===== src/rtl/regfile_mp.sv =====
// rtl/regfile_mp.sv - parametrised multi-read-port register file with bypass and clear engine
//
// Ports:
//   clk       : clock, all logic on posedge
//   rst       : synchronous active-high reset, starts a full array clear
//   wr_en     : write strobe
//   wr_addr   : write address
//   wr_data   : write data
//   rd_en     : read strobe shared by all read ports
//   rd_addr   : packed read addresses, port i at [i*ADDR_W +: ADDR_W]
//   rd_data   : packed registered read data, same packing as rd_addr
//   rd_valid  : high the cycle after an accepted read
//   clr_req   : single-cycle pulse requesting an array clear
//   busy      : clear engine active, reads and writes are refused

module regfile_mp #(
  parameter int DATA_W   = 32,
  parameter int ADDR_W   = 5,
  parameter int NUM_RD   = 2,
  parameter int ZERO_REG = 1,
  parameter int BYPASS   = 1
) (
  input  logic                       clk,
  input  logic                       rst,
  input  logic                       wr_en,
  input  logic [ADDR_W-1:0]          wr_addr,
  input  logic [DATA_W-1:0]          wr_data,
  input  logic                       rd_en,
  input  logic [NUM_RD*ADDR_W-1:0]   rd_addr,
  output logic [NUM_RD*DATA_W-1:0]   rd_data,
  output logic                       rd_valid,
  input  logic                       clr_req,
  output logic                       busy
);

  localparam int DEPTH = 1 << ADDR_W;

  typedef enum logic {
    IDLE  = 1'b0,
    CLEAR = 1'b1
  } state_t;

  state_t                     state_q, state_d;
  logic [ADDR_W-1:0]          clr_cnt_q, clr_cnt_d;
  logic                       busy_q, busy_d;
  logic [NUM_RD*DATA_W-1:0]   rd_data_q, rd_data_d;
  logic                       rd_valid_q, rd_valid_d;

  logic [DATA_W-1:0]          mem_q [DEPTH];

  // Single array write port, shared between the clear engine and writeback.
  logic                       mem_we;
  logic [ADDR_W-1:0]          mem_waddr;
  logic [DATA_W-1:0]          mem_wdata;
  logic                       wr_acc;

  logic [ADDR_W-1:0]          rd_addr_a [NUM_RD];

  for (genvar g = 0; g < NUM_RD; g++) begin : g_rd_unpack
    assign rd_addr_a[g] = rd_addr[g*ADDR_W +: ADDR_W];
  end

  always_comb begin
    state_d    = state_q;
    clr_cnt_d  = clr_cnt_q;
    busy_d     = busy_q;
    rd_data_d  = rd_data_q;
    rd_valid_d = 1'b0;
    mem_we     = 1'b0;
    mem_waddr  = wr_addr;
    mem_wdata  = wr_data;
    wr_acc     = 1'b0;

    if (state_q == CLEAR) begin
      mem_we    = 1'b1;
      mem_waddr = clr_cnt_q;
      mem_wdata = '0;
      clr_cnt_d = clr_cnt_q + 1'b1;
      // All-ones counter is the last entry; clr_req is ignored while here.
      if (&clr_cnt_q) begin
        state_d = IDLE;
        busy_d  = 1'b0;
      end
    end else begin
      wr_acc = wr_en;
      // Writes to the hardwired-zero entry are dropped, not stored.
      mem_we = wr_en && !(ZERO_REG != 0 && wr_addr == '0);

      if (rd_en) begin
        rd_valid_d = 1'b1;
        for (int i = 0; i < NUM_RD; i++) begin
          if (ZERO_REG != 0 && rd_addr_a[i] == '0) begin
            rd_data_d[i*DATA_W +: DATA_W] = '0;
          end else if (BYPASS != 0 && wr_acc && wr_addr == rd_addr_a[i]) begin
            rd_data_d[i*DATA_W +: DATA_W] = wr_data;
          end else begin
            rd_data_d[i*DATA_W +: DATA_W] = mem_q[rd_addr_a[i]];
          end
        end
      end

      // A same-cycle write still lands; the clear wipes it afterwards.
      if (clr_req) begin
        state_d   = CLEAR;
        clr_cnt_d = '0;
        busy_d    = 1'b1;
      end
    end
  end

  always_ff @(posedge clk) begin
    if (rst) begin
      state_q    <= CLEAR;
      clr_cnt_q  <= '0;
      busy_q     <= 1'b1;
      rd_data_q  <= '0;
      rd_valid_q <= 1'b0;
    end else begin
      state_q    <= state_d;
      clr_cnt_q  <= clr_cnt_d;
      busy_q     <= busy_d;
      rd_data_q  <= rd_data_d;
      rd_valid_q <= rd_valid_d;
    end
  end

  // Array has no reset of its own; the clear engine zeroes it after rst.
  always_ff @(posedge clk) begin
    if (!rst && mem_we) begin
      mem_q[mem_waddr] <= mem_wdata;
    end
  end

  assign rd_data  = rd_data_q;
  assign rd_valid = rd_valid_q;
  assign busy     = busy_q;

endmodule


===== config.mk =====
export PLATFORM = sky130hd
export DESIGN_NAME = regfile_mp
export DESIGN_NICKNAME = d
export VERILOG_FILES = /design/src/rtl/regfile_mp.sv
export SDC_FILE = /design/constraint.sdc
export NUM_CORES = 1
export LEC_CHECK = 0
export ABC_CLOCK_PERIOD_IN_PS = 5300
export CAP_MARGIN = 20
export CORE_ASPECT_RATIO = 0.9
export CORE_MARGIN = 4
export CORE_UTILIZATION = 40
export CTS_BUF_LIST = sky130_fd_sc_hd__clkbuf_8
export DETAILED_ROUTE_END_ITERATION = 10
export GPL_ROUTABILITY_DRIVEN = 0
export MAX_ROUTING_LAYER = met4
export PLACE_DENSITY_LB_ADDON = 0.15
export SYNTH_ARGS = -nofsm -noshare
export SYNTH_HDL_FRONTEND = slang
export SYNTH_SLANG_ARGS = --single-unit

===== constraint.sdc =====
create_clock -name clk -period 5.3 [get_ports clk]
set_clock_uncertainty 0.15 [all_clocks]
set_input_delay 1.325 -clock clk [delete_from_list [all_inputs] [get_ports clk]]
set_output_delay 1.325 -clock clk [all_outputs]
set_load 0.005 [all_outputs]

Word-level counts from Yosys, hierarchy flattened
Memories as Yosys holds them, arrays and structs flattened.
Index checks and enable logic that the tools add are counted.
{ "word_totals": {"out_inout_bits": 66, "input_bits": 52, "regBits": 72, "ramBits": 1024, "elab_cells": 43, "mem_count": 1} }
{ "op_classes": {"muxes": 18, "n_addsub": 1, "n_eq_ne": 3, "bitwise": 1, "reduce_logical": 14} }
{ "mem_list": {"columns": ["memory", "words", "word_bits", "rd", "rd_ports_with_merged_regs", "wr", "line", "source"], "rows": [
  ["mem_q", 32, 32, 2, 0, 1, "49", "logic [DATA_W-1:0] mem_q [DEPTH];"]
]} }
{ "ops": {"columns": ["operator", "n"], "rows": [
  ["$mux 32", 5],
  ["$logic_not 5->1", 3],
  ["$mux 5", 3],
  ["$eq 5x5->1", 2],
  ["$mux 1", 10],
  ["$add 5x1->5 const B", 1],
  ["$reduce_and 5->1", 1],
  ["$logic_and 1x1->1", 4],
  ["$reduce_and 2->1", 2],
  ["$logic_not 1->1", 2],
  ["$ne 2x1->1 const B", 1],
  ["$reduce_bool 2->1", 1],
  ["$reduce_or 2->1", 1],
  ["$not 1->1", 1]
]} }

Depth between registers and ports, before layout
Gate-level depths: netlist (run 1).
{ "logic_depth": {"ltp_word": 7, "ltp_mapped": 9, "ltp_nobuf": 5} }

Worst setup path before layout (run 1)
No wires, ideal clock.
{ "synth_timing": {"kind": "input -> register", "from": "input port wr_addr[2]", "to": "memory mem_q[0][0], enable pin", "arrival_time_ns": 3.598, "stages": 7, "required_ns": 4.729, "setup_slack_ns": 1.131, "setup_time_ns": 0.421, "path_buffers": 2, "cell_sequence": "clkbuf_1 nor3_1 nor2_1 a22oi_1 or2_2 clkbuf_1 nor2_1"} }
{ "synth_via": {"elab_chain_len": 7, "elab_cells_between_ends": 8, "cone_classes": "mux: 4; reduce/logical: 4"} }
{ "synth_lines": {"columns": ["element", "line", "source"], "rows": [
  ["start: declaration", "26", "input logic [ADDR_W-1:0] wr_addr,"],
  ["$logic_not 5->1", "87", "mem_we = wr_en && !(ZERO_REG != 0 && wr_addr == '0);"],
  ["$logic_not 1->1", "87", null],
  ["$logic_and 1x1->1", "87", null],
  ["$mux 1", "74", "if (state_q == CLEAR) begin"],
  ["$logic_and 1x1->1", "129", "if (!rst && mem_we) begin"],
  ["$mux 1", "129", null],
  ["$mux 1 (implied by the code)", "130", "mem_q[mem_waddr] <= mem_wdata;"],
  ["end: declaration", "49", null]
]} }
Parallel ways exist; a longest one is shown, timed or not.

Worst setup path after layout (run 1)
{ "layout_timing": {"from": "input port wr_addr[4]", "to": "memory mem_q[31][23], enable pin"} }
Same word-level chain as after synthesis.

==> results.md, run 1 <==
- CTS clk-pin slew, worst paths: 60 ps
- Endpoints failing hold: 0
- # setup viols final: 0
- Worst Setup Start Kind: input pin
- Site row count: 124
- Post-Syn Area: 51200 sq um
- Die area: 134000 sq um
- Tcrit/Tclk final: 68.5%
- Via/cell ratio: 6.11
- Most numerous cell in the Yosys netlist: edfxtp_1
- Layout cells sized above 1: 34.4%
- Util after Layout: 46.0%
- Pwr/cell area: 306 nW/um^2
- Htree depth: 4
- #FFs+latches synth: 1096
- Met2 Use GR: 35.5%
- CTS tree: yes
- Remaining DRCs: 0
- Leading area contributor after synthesis: edfxtp_1
- Die X: 385 microns
- Top FF cell, synth: edfxtp_1
- First drt pass iteration count: 5
- # port buffers: 117
- Met1 Use GR: 32.4%
- Filler cells: 10700
- DR WL/cell: 32.4 microns
- Post-route ant nets: 0
- Crit path required time: 5650 ps
- Slew headroom: 25.2%
- Grt ovf: 0
- R2R setup slack: 1740 ps
- CTS root buf: clkbuf_8
- Critical Path AT: 3980 ps
- Asr flop ratio synth: 0%
- Sum Neg Setup Slack: 0 ps
- Synth top cells by count: 1024 x edfxtp_1, 512 x mux4_2, 269 x nand2_1
- Outcome: finished, final reports clean
- EDFF count, synth: 1024
- Busiest metal layer after global routing: met2
- CTS Buffer Depth: 3
- Post-CTS Hold Buffers: 0
- FMAX: 275 MHz
- Die height: 348 microns
- Yosys cell types: 51
- Mean Syn Cell Area: 18.6 sq um
- Routed wire length: 156 mm
- Slew @ Worst Pin: 1120 ps
- Clock Sinks: 1096
- TritonCTS buffer count: 186
- Crit path kind: in -> reg
- Iteration-0 DRC Markers: 3113
- RSZ-0062 raised after global routing: false
- HPWL Detailed: 95.9 mm
- Largest net degree at the start of global routing: 66
- Cell count after synthesis: 2751
- Fin crit period: 3630 ps
- DR vias: 29500
- CP Max Fanout: 22
- Post-CTS setup buffer count: 0
- Post-synth top area share: 60.0%
- Area grow syn2layout: 14.1%
- Lkg Pwr: 19.2 nW
- Slew Limit Fails: 0
- Worst VDD drop: 0.237 mV
- GR Util All Layers: 23.9%
- Initial Util: 40.3%
- YS warnings: 0
- Initial antenna violation count: 9
- NumNets Final: 3017
- Endpoint type of the worst setup path: flip-flop
- First-pass GRT wire length: 223 mm
- Worst-skew pair later-pin latency: 850 ps
- IO Count: 118
- Vias in the first global route: 31200
- Worst min-delay path class: reg -> reg
- Register area share after synthesis: 62.8%
- Syn_nets: 2805
- Max-cap violations: 0
- Top cells by area, synth: edfxtp_1 60%, mux4_2 23%, dfxtp_1 2.8%, mux2i_1 2.5%, nand2_1 2.0%
- CTS resizes: 0
- GR Layer Usage met3: 6.27%
- Core box area: 127000 sq um
## final timing paths
path               start            end  cells past startpoint
min          rd_data[10]    rd_data[10]                      2
max           wr_addr[4]  mem_q[31][23]                      6
min reg2reg  rd_data[10]    rd_data[10]                      2
max reg2reg      state_q   mem_q[2][11]                      5
## per-layer routing
metal	share of wire [%]	up-vias
li1	-	12000
met1	41	15800
met2	46	1436
met3	9.6	284
met4	3.2	0
met5	0	-
## layout make-up
class                   count  area (sq um)  area share, %
inverters                   3          11.3         0.0193
repair buffers            241          2520           4.32
clock inverters           148           776           1.33
multi-input cells        1435         18200           31.1
clock buffers             192          2640           4.52
flip-flops and latches   1096         32200           55.0
well taps                1701          2130           3.64
diodes                      2          5.00        0.00856
## placed cells by master, fill, tap and decap left out, types with 3 or more instances in the layout
| master | Yosys | layout |
|---|---|---|
| edfxtp_1 | 1024 | 1024 |
| mux4_2 | 512 | 512 |
| nand2_1 | 269 | 267 |
| clkbuf_8 | 0 | 194 |
| mux2i_1 | 129 | 129 |
| o21ai_1 | 125 | 125 |
| clkdlybuf4s50_1 | 0 | 111 |
| buf_4 | 5 | 92 |
| dfxtp_1 | 72 | 71 |
| nand2b_1 | 67 | 65 |
| mux2_2 | 65 | 65 |
| a32oi_1 | 64 | 64 |
| o211ai_2 | 63 | 63 |
| inv_1 | 2 | 62 |
| clkinv_1 | 1 | 52 |
| nor2_4 | 0 | 34 |
| buf_12 | 0 | 31 |
| clkinv_2 | 0 | 20 |
| nor2b_1 | 34 | 14 |
| nor2b_4 | 0 | 11 |
| nor2b_2 | 0 | 9 |
| nor2_1 | 42 | 8 |
| xor2_1 | 8 | 8 |
| inv_6 | 0 | 8 |
| a21oi_1 | 7 | 7 |
| o21ai_0 | 5 | 5 |
| bufinv_16 | 0 | 5 |
| buf_8 | 3 | 5 |
| nand3_1 | 4 | 4 |
| or2_2 | 4 | 4 |
| nor3b_1 | 3 | 3 |
| nor3_1 | 3 | 3 |
| clkinvlp_4 | 0 | 3 |
## power by group
group	internal, mW	switching [mW]
combinational	0.614	0.815
clock	3.61	3.48
sequential	9.38	0.0209
total	13.6	4.32
## sequential cells by signal, indices dropped and copies added (netlist names)
| signal | flops |
|---|---|
| mem_q | 1024 |
| busy | 1 |
| rd_data | 64 |
| rd_valid | 1 |
| state_q | 1 |
| clr_cnt_q | 5 |
## worst max-delay path: stages
cell             delay, ps
clkdlybuf4s50_1        660
nand2_1                 90
o21ai_0                510
nand2_1                380
nor2_4                 480
buf_4                  500
## per-stage QoR
step / area, sq um / hold slack, ps / total power [mW] / worst slack (ps) / instances
floorplan: 51200 / 316 / 10.5 / 1130 / 2751
global placement: 55000 / 314 / 11.0 / 863 / 4475
detailed placement: 55000 / 320 / 11.0 / 921 / 4475
CTS: 58500 / 336 / 18.1 / 1770 / 4815
global route: 58500 / 355 / 18.6 / 1710 / 4818
finish: 58500 / 337 / 17.9 / 1670 / 4818
## logic make-up after synthesis
logic type                 synth area share [%]
DFF                                        62.8
muxes                                      26.5
and+or+nand+nor                            3.86
AOI/OAI and AO/OA                          4.23
buffers and inverters                      2.41
xor gates and xnor gates                  0.171
adders and majority gates                0.0488
No activity file was read; power rests on OpenSTA's default activity.
==> run 2: changes to the inputs <==
--- a/config.mk
+++ b/config.mk
@@ -5,7 +5,7 @@
 export SDC_FILE = /design/constraint.sdc
 export NUM_CORES = 1
 export LEC_CHECK = 0
-export ABC_CLOCK_PERIOD_IN_PS = 5300
+export ABC_CLOCK_PERIOD_IN_PS = 3500
 export CAP_MARGIN = 20
 export CORE_ASPECT_RATIO = 0.9
 export CORE_MARGIN = 4
==> constraint.sdc (replaced) <==
create_clock -name clk -period 3.5 [get_ports clk]
set_clock_uncertainty 0.15 [all_clocks]
set_input_delay 0.875 -clock clk [delete_from_list [all_inputs] [get_ports clk]]
set_output_delay 0.875 -clock clk [all_outputs]
set_load 0.005 [all_outputs]
==> run 2 against run 1 <==
Effect of this change:
- critical path depth is 5 lower
- worst setup slack worse by 1100 ps
- final cell count is 2.5% higher
- first-iteration DRC count is 4.2% higher
- power is 51% higher
- design area is 3.0% higher
- global-route usage is 0.69 points lower
- register-to-register slack worse by 850 ps
- worst hold slack better by 1.7 ps
- critical path type is now reg -> out
- highest routed layer unchanged
==> results.md, run 2 (synthesized netlist as in run 1, its figures left out) <==
- Outcome: finished, final reports clean
- Worst Setup Start Kind: flip-flop
- Vias in the first global route: 30700
- Site row count: 124
- Die X: 385 microns
- Delay-heaviest family, CP: buffers and inverters
- CTS resizes: 0
- Slew Limit Fails: 0
- Crit path kind: reg -> out
- NumNets Final: 3150
- Endpoints failing hold: 0
- Post-CTS Hold Buffers: 0
- HPWL Detailed: 100 mm
- # port buffers: 117
- First drt pass iteration count: 5
- Worst min-delay path class: reg -> reg
- Endpoint type of the worst setup path: primary output
- Placement Cell Area: 56800 sq um
- Pwr/cell area: 450 nW/um^2
- TritonCTS buffer count: 184
- Slew @ Worst Pin: 664 ps
- FMAX: 341 MHz
- CTS tree: yes
- Area grow syn2layout: 17.5%
- Worst-path cell chain: clkdlybuf4s50_1
- First-pass GRT wire length: 218 mm
- Worst-skew pair later-pin latency: 840 ps
- Crit path required time: 2470 ps
- Fin crit period: 2930 ps
- Max-cap violations: 0
- IO Count: 118
- CP max-delay cell: clkdlybuf4s50_1
- Most frequent cells in the layout: 1024 x edfxtp_1, 512 x mux4_2, 267 x nand2_1, 202 x clkbuf_8, 163 x buf_4
- Die height: 348 microns
- Filler cells: 10500
- Critical Path AT: 1910 ps
- Largest net degree at the start of global routing: 69
- Initial antenna violation count: 6
- Grt ovf: 0
- Pwr Total: 27.1 mW
- Worst VDD drop: 0.319 mV
- GR Util All Layers: 23.3%
- Post-route ant nets: 0
- Htree depth: 4
- Via/cell ratio: 5.94
- CTS Buffer Depth: 3
- Final design instance area without fill: 60200 sq um
- Layout cells sized above 1: 37.3%
- Hold Slack: 339 ps
- RSZ-0062 raised after global routing: false
- Core box area: 127000 sq um
- Remaining DRCs: 0
- DR vias: 29400
- Iteration-0 DRC Markers: 3243
- Largest register FFs: 1024
- Placed cell count: 4611
- Tcrit/Tclk final: 83.8%
- Crit-path max cell delay: 570 ps
- Routed wire length: 151 mm
- CTS clk-pin slew, worst paths: 60 ps
- Sum Neg Setup Slack: 0 ps
- Lkg Pwr: 20.0 nW
- Clock Sinks: 1096
- Die area: 134000 sq um
- Finished Layout Cells: 4940
- CTS root buf: clkbuf_8
- Initial Util: 40.3%
- DR WL/cell: 30.5 microns
- CP Max Fanout: 2
- Slew headroom: 54.5%
- R2R setup slack: 890 ps
- Most flops, register: mem_q
- # setup viols final: 0
- Post-CTS setup buffer count: 0
- Bufs and invs on worst path: 1
- Leading cell type in the layout, fill and taps excluded: edfxtp_1
## run 2: final cells by class
type / count / area [sq um] / area share (%)
Clock buffer: 200 / 2750 / 4.57
Antenna cell: 3 / 7.51 / 0.0125
Tap cell: 1701 / 2130 / 3.53
Inverter: 3 / 11.3 / 0.0187
Sequential cell: 1096 / 32200 / 53.5
Multi-Input combinational cell: 1435 / 18200 / 30.2
Timing Repair Buffer: 376 / 4340 / 7.22
Clock inverter: 126 / 614 / 1.02
## run 2: metal layers
layer / share of wire, % / GRT usage, % / vias up
met3: 8.3 / 4.61 / 195
met2: 46 / 34.2 / 1292
met5: 0 / - / -
li1: - / - / 12200
met4: 2.1 / 5.72 / 0
met1: 44 / 33.6 / 15700
## run 2: worst paths after layout
kind,start,to,cells past startpoint
setup reg to reg,state_q,mem_q[22][22],7
setup / recovery,rd_data[6],rd_data[6],1
hold / removal,rd_data[1],rd_data[1],2
hold reg to reg,rd_data[1],rd_data[1],2
## run 2: report_power, final
group	switching, mW	internal (mW)
Combinational	1.28	1.06
Clock	5.09	5.44
Sequential	0.0339	14.2
## run 2: through the flow
step	worst slack (ps)	util, %
final	567	47.4
after global routing	510	47.4
after CTS	481	47.4
after detailed placement	66.1	44.7
after global placement	154	44.7
after floorplan	-219	-
